===== src/rtl/axi_stream_extract_header.sv =====
// Strips a per-packet header of H bytes off an AXI-Stream packet and realigns the payload.
// Optional macro AXIS_EXTRACT_PKT_CNT_EN adds a 16-bit count of completed packets (pkt_cnt).
module axi_stream_extract_header #(
  parameter int DATA_WD      = 32,
  parameter int DATA_BYTE_WD = DATA_WD / 8
) (
  input  logic                    clk,
  input  logic                    rst_n,
  input  logic                    valid_in,
  output logic                    ready_in,
  input  logic [DATA_WD-1:0]      data_in,
  input  logic [DATA_BYTE_WD-1:0] keep_in,
  input  logic                    last_in,
  input  logic                    valid_strip,
  output logic                    ready_strip,
  input  logic [DATA_BYTE_WD-1:0] keep_strip,
  output logic                    valid_hdr,
  input  logic                    ready_hdr,
  output logic [DATA_WD-1:0]      header_out,
  output logic [DATA_BYTE_WD-1:0] keep_hdr,
  output logic                    valid_out,
  input  logic                    ready_out,
  output logic [DATA_WD-1:0]      data_out,
  output logic [DATA_BYTE_WD-1:0] keep_out,
  output logic                    last_out
`ifdef AXIS_EXTRACT_PKT_CNT_EN
  ,
  output logic [15:0]             pkt_cnt
`endif
);

  localparam int NB = DATA_BYTE_WD;
  localparam int CW = $clog2(NB + 1);
  localparam int TW = CW + 1;

  localparam logic [1:0] S_IDLE  = 2'd0;
  localparam logic [1:0] S_FIRST = 2'd1;
  localparam logic [1:0] S_BODY  = 2'd2;
  localparam logic [1:0] S_TAIL  = 2'd3;

  function automatic logic [CW-1:0] popcnt(input logic [NB-1:0] m);
    logic [CW-1:0] c;
    c = '0;
    for (int i = 0; i < NB; i++) c = c + CW'(m[i]);
    return c;
  endfunction

  function automatic logic [NB-1:0] msb_mask(input logic [TW-1:0] n);
    logic [NB-1:0] ones;
    ones = '1;
    return ~(ones >> n);
  endfunction

  function automatic logic [DATA_WD-1:0] mask_bytes(input logic [DATA_WD-1:0] d,
                                                    input logic [NB-1:0] k);
    logic [DATA_WD-1:0] r;
    r = '0;
    for (int i = 0; i < NB; i++) r[8*i +: 8] = k[i] ? d[8*i +: 8] : 8'h00;
    return r;
  endfunction

  logic [1:0]           state_q, state_d;
  logic [CW-1:0]        h_q, h_d;
  logic [NB-1:0]        ks_q, ks_d;
  logic [DATA_WD-1:0]   res_q, res_d;
  logic [CW-1:0]        rcnt_q, rcnt_d;
  logic [DATA_WD-1:0]   dout_q, dout_d;
  logic [NB-1:0]        kout_q, kout_d;
  logic                 lout_q, lout_d;
  logic                 vout_q, vout_d;
  logic [DATA_WD-1:0]   hdr_q, hdr_d;
  logic [NB-1:0]        khdr_q, khdr_d;
  logic                 vhdr_q, vhdr_d;

  logic                 free;
  logic [DATA_WD-1:0]   din_m;
  logic [CW-1:0]        r_cnt;
  logic [2*DATA_WD-1:0] cat;
  logic [TW-1:0]        t_cnt;

  assign free        = !vout_q || ready_out;
  assign ready_in    = ((state_q == S_FIRST) && !vhdr_q && free) || ((state_q == S_BODY) && free);
  // A new strip length is only taken once the previous packet's last beat has left.
  assign ready_strip = rst_n && (state_q == S_IDLE) && !vout_q;
  assign din_m       = mask_bytes(data_in, keep_in);
  assign r_cnt       = popcnt(keep_in);

  // cat holds the pending byte stream MSB-first: upper half is the next output beat.
  always_comb begin
    if (state_q == S_FIRST) begin
      cat   = {din_m, {DATA_WD{1'b0}}} << {h_q, 3'b000};
      t_cnt = (r_cnt > h_q) ? TW'(r_cnt - h_q) : '0;
    end else begin
      cat   = {res_q, {DATA_WD{1'b0}}} | ({din_m, {DATA_WD{1'b0}}} >> {rcnt_q, 3'b000});
      t_cnt = TW'(rcnt_q) + TW'(r_cnt);
    end
  end

  always_comb begin
    state_d = state_q;
    h_d     = h_q;
    ks_d    = ks_q;
    res_d   = res_q;
    rcnt_d  = rcnt_q;
    dout_d  = dout_q;
    kout_d  = kout_q;
    lout_d  = lout_q;
    vout_d  = vout_q && !ready_out;
    hdr_d   = hdr_q;
    khdr_d  = khdr_q;
    vhdr_d  = vhdr_q && !ready_hdr;
    case (state_q)
      S_IDLE: begin
        if (valid_strip && ready_strip) begin
          h_d     = popcnt(keep_strip);
          ks_d    = keep_strip;
          res_d   = '0;
          rcnt_d  = '0;
          state_d = S_FIRST;
        end
      end
      S_FIRST, S_BODY: begin
        if (valid_in && ready_in) begin
          if (state_q == S_FIRST) begin
            hdr_d  = din_m >> {CW'(NB) - h_q, 3'b000};
            khdr_d = ks_q;
            vhdr_d = (h_q != '0);
          end
          state_d = S_BODY;
          if (last_in && (t_cnt <= TW'(NB))) begin
            dout_d  = cat[2*DATA_WD-1:DATA_WD];
            kout_d  = msb_mask(t_cnt);
            lout_d  = 1'b1;
            vout_d  = 1'b1;
            res_d   = '0;
            rcnt_d  = '0;
            state_d = S_IDLE;
          end else if (t_cnt >= TW'(NB)) begin
            dout_d = cat[2*DATA_WD-1:DATA_WD];
            kout_d = '1;
            lout_d = 1'b0;
            vout_d = 1'b1;
            res_d  = cat[DATA_WD-1:0];
            rcnt_d = CW'(t_cnt - TW'(NB));
            if (last_in) state_d = S_TAIL;
          end else begin
            res_d  = cat[2*DATA_WD-1:DATA_WD];
            rcnt_d = CW'(t_cnt);
          end
        end
      end
      default: begin
        if (free) begin
          dout_d  = res_q;
          kout_d  = msb_mask(TW'(rcnt_q));
          lout_d  = 1'b1;
          vout_d  = 1'b1;
          res_d   = '0;
          rcnt_d  = '0;
          state_d = S_IDLE;
        end
      end
    endcase
  end

  always_ff @(posedge clk or negedge rst_n) begin
    if (!rst_n) begin
      state_q <= S_IDLE;
      h_q     <= '0;
      ks_q    <= '0;
      res_q   <= '0;
      rcnt_q  <= '0;
      dout_q  <= '0;
      kout_q  <= '0;
      lout_q  <= 1'b0;
      vout_q  <= 1'b0;
      hdr_q   <= '0;
      khdr_q  <= '0;
      vhdr_q  <= 1'b0;
    end else begin
      state_q <= state_d;
      h_q     <= h_d;
      ks_q    <= ks_d;
      res_q   <= res_d;
      rcnt_q  <= rcnt_d;
      dout_q  <= dout_d;
      kout_q  <= kout_d;
      lout_q  <= lout_d;
      vout_q  <= vout_d;
      hdr_q   <= hdr_d;
      khdr_q  <= khdr_d;
      vhdr_q  <= vhdr_d;
    end
  end

  assign valid_out  = vout_q;
  assign data_out   = dout_q;
  assign keep_out   = kout_q;
  assign last_out   = lout_q;
  assign valid_hdr  = vhdr_q;
  assign header_out = hdr_q;
  assign keep_hdr   = khdr_q;

`ifdef AXIS_EXTRACT_PKT_CNT_EN
  logic [15:0] cnt_q, cnt_d;

  assign cnt_d = (vout_q && ready_out && lout_q) ? cnt_q + 16'd1 : cnt_q;

  always_ff @(posedge clk or negedge rst_n) begin
    if (!rst_n) cnt_q <= '0;
    else        cnt_q <= cnt_d;
  end

  assign pkt_cnt = cnt_q;
`endif

endmodule


===== config.mk =====
export PLATFORM = sky130hd
export DESIGN_NAME = axi_stream_extract_header
export DESIGN_NICKNAME = d
export VERILOG_FILES = /design/src/rtl/axi_stream_extract_header.sv
export SDC_FILE = /design/constraint.sdc
export NUM_CORES = 1
export LEC_CHECK = 0
export BUFFER_PORTS_ARGS = -buffer_cell sky130_fd_sc_hd__buf_4
export CORE_MARGIN = 2
export CORE_UTILIZATION = 59
export DETAILED_ROUTE_END_ITERATION = 8
export PLACE_DENSITY_LB_ADDON = 0.15
export SETUP_SLACK_MARGIN = 0.15
export SLEW_MARGIN = 40
export SYNTH_ARGS = -nofsm -noshare
export SYNTH_HDL_FRONTEND = slang
export SYNTH_SLANG_ARGS = --single-unit

===== constraint.sdc =====
create_clock -name clk -period 3.7 [get_ports clk]
set_input_delay 0.185 -clock clk [delete_from_list [all_inputs] [get_ports clk]]
set_output_delay 0.185 -clock clk [all_outputs]
set_load 0.01 [all_outputs]

==> qor.yml <==
ys_types: 54
cts_tree: "done"
topRoutingLayerUsed: "met4"
p_sw_uw: 4710
clock_power_share_pct: 17.5
postSynthCellCount: 1021
synth_area_per_cell_sq_um: 8.32
cts_setup_buffers: 0
p_per_area_nw_per_um2: 981
clk_pin_slew_ns: 0.06
m1WireLength_microns: 11200
critical_path_class: "primary input to flop"
synth_area_sq_um: 8490
via_per_inst: 6.68
netlist_top_cells_count: "nand2_1, dfrtp_1, nor2_1, a21oi_1, clkbuf_1"
drive_gt1_share_pct: 20.2
grt_pass1_vias: 8109
min_period_ns: 3.31
antenna_found_initial: 0
route.met2.wl_microns: 13300
synth_nets: 1089
synth_seq_area_share_pct: 35.1
vias: 8626
critPathMaxFanout: 59
rows: 43
internal_power_uw: 5260
cts.path.max_buffers: 2
ys_ff_latch: 119
cts.sinks: 119
start_kind: "primary input"
synth_edf_count: 0
post_layout_nonfiller_instances: 1292
fp.dieW_microns: 124
yosysMostFrequentCell: "nand2_1"
wl_met3_microns: 3020
insertion_delay_ns: 0.44
coreArea_sq_um: 14000
rsz0062_at_grt: "no"
worst_pin_slew_ns: 0.677
critPathArrivalTime_ns: 3.63
worst-endpoint-required_ns: 4.02
dp_hpwl_microns: 20000
fmax_mhz: 302
p_seq_share_pct: 21.2
hold_class: "primary input to flop"
yosys-top-cells-area: "dfrtp_1, nand2_1, nor2_1"
port_buffers: 123
overflow: 0
maxSlewViolCount: 0
synth_top_area_cell: "dfrtp_1"
dp_cells: 1258
die_area_sq_um: 15400
finalNetCount: 1167
synth-main-ff-cell: "dfrtp_1"
r2r_cells: 10
avgRoutedWirePerCell_microns: 22.4
finalSetupViolCount: 0
finish.utilization_pct: 72.7
status: "completed"
drt_first_pass_iters: 8
syn2layout_area_growth_pct: 19.8
ios: 124
cts_htree_levels: 4
drv_cap: 0
clock_skew_ns: 0.00783
n_antenna_cell: 0
p_leak_uw: 0.00470
ys_warn_count: 0
drc: 0
drt_iter0_markers: 1287
combPwrFrac_pct: 61.3
postRouteWirelength_microns: 28900
ys_async_sr_fraction_pct: 100
slew_headroom_pct: 54.9
peakVddDrop_uv: 540
ant_nets: 0
finalCritPeriodShare_pct: 89.5
synth_top_area_share_pct: 35.1
cts_made_buffers: 17
hold_depth: 2
cts_root_buf: "clkbuf_16"
fp.dieH_microns: 124
final_hold_viol_count: 0
power_switching_share_pct: 47.2
initial_core_util_pct: 60.7
end_kind: "flop"
fill_cells: 1117
grt_pass1_wl_microns: 44200
gp_congestion: 1.00
grt_max_degree: 72
grtUsageTotal_pct: 38.5
## logic make-up after synthesis
| group | count (synthesis) | share of synthesized area, % |
|---|---|---|
| mux | 48 | 6.96 |
| flops | 119 | 35.1 |
| xor+xnor | 1 | 0.103 |
| simple gates | 371 | 20.1 |
| buf+inv | 113 | 5.58 |
| compound gates | 348 | 28.6 |
| fa+ha+maj | 21 | 3.54 |
## sequential cells by signal, indices dropped and copies added, names as in the netlist
register	cells
ks_q	4
h_q	3
valid_hdr	1
data_out	32
last_out	1
state_q	2
keep_out	4
valid_out	1
header_out	32
rcnt_q	3
keep_hdr	4
res_q	32
## placed cells by master, fill, tap and decap left out, drive strengths merged, types with 10 or more instances in the layout
| master | count |
|---|---|
| and2 | 35 |
| a21o | 26 |
| nand3 | 21 |
| a211oi | 28 |
| nand2b | 18 |
| dfrtp | 119 |
| nor2 | 103 |
| a221oi | 16 |
| a211o | 17 |
| buf | 153 |
| a22o | 26 |
| nand2 | 134 |
| nor2b | 22 |
| clkbuf | 22 |
| inv | 18 |
| ha | 16 |
| mux2i | 32 |
| o31ai | 20 |
| o2bb2ai | 10 |
| o21ai | 45 |
| a21oi | 77 |
| o22ai | 34 |
| nor3 | 21 |
## what timing repair did
action                     in CTS  in global routing
resized for setup               0                  1
hold buffers                    1                  0
setup endpoints to repair       0                  6
hold endpoints to repair       55                  0
## power by group through the flow
stage	Sequential [uW]	Combinational, uW	Clock (uW)
2_1_floorplan	2240	3890	0
6_report	2120	6110	1750
3_3_place_gp	2120	5790	0
4_1_cts	2120	5940	1750
3_5_place_dp	2130	5880	0
5_1_grt	2170	6570	1800
## worst paths after layout
check / startpoint / endpoint / slack, ns
worst max-delay path: keep_in[0] / data_out[13] / 0.39
worst min-delay path: keep_strip[2] / ks_q[2] / 0.02
worst max register to register: h_q[0] / data_out[13] / 0.72
worst min register to register: data_out[27] / data_out[27] / 0.47
max in group asynchronous: rst_n / res_q[22] / 2.61
min in group asynchronous: rst_n / keep_hdr[0] / 0.25
## through the flow
step / hold WS (ns) / total power [uW] / TNS (ns) / cell area [sq um] / worst slack (ns)
after floorplan: -0.111 / 6130 / 0 / 8490 / 0.216
after detailed placement: 0.386 / 8010 / -0.282 / 9510 / -0.0300
final: 0.0156 / 9980 / 0 / 10200 / 0.387
after CTS: 0.0198 / 9800 / 0 / 10100 / 0.294
after global routing: 0.0307 / 10500 / 0 / 10200 / 0.241
after global placement: 0.377 / 7910 / 0 / 9510 / 0.0983
## per-layer routing
| layer | vias to the layer above | GRT usage [%] |
|---|---|---|
| li1 | 3869 | - |
| met2 | 552 | 60.0 |
| met4 | 0 | 19.6 |
| met3 | 108 | 8.15 |
| met1 | 4097 | 50.8 |
| met5 | - | 0 |
## cell type report
cell class	instances	area, sq um	share of cell area, %
Multi-Input combinational cell	789	5070	49.8
Sequential cell	119	2980	29.3
Timing Repair Buffer	154	1210	11.9
Clock buffer	22	474	4.66
Tap cell	180	225	2.21
Clock inverter	10	145	1.43
Inverter	18	67.6	0.664
## critical path, cell delays in order
cell,delay (ns)
buf_4,0.13
fa_1,0.47
ha_1,0.19
ha_1,0.29
inv_1,0.09
fa_1,0.41
inv_1,0.09
fa_1,0.48
a211oi_2,0.27
o21ai_2,0.12
a211oi_4,0.30
buf_12,0.27
a211oi_1,0.10
a21o_1,0.20
(Power assumes the default switching activity.)
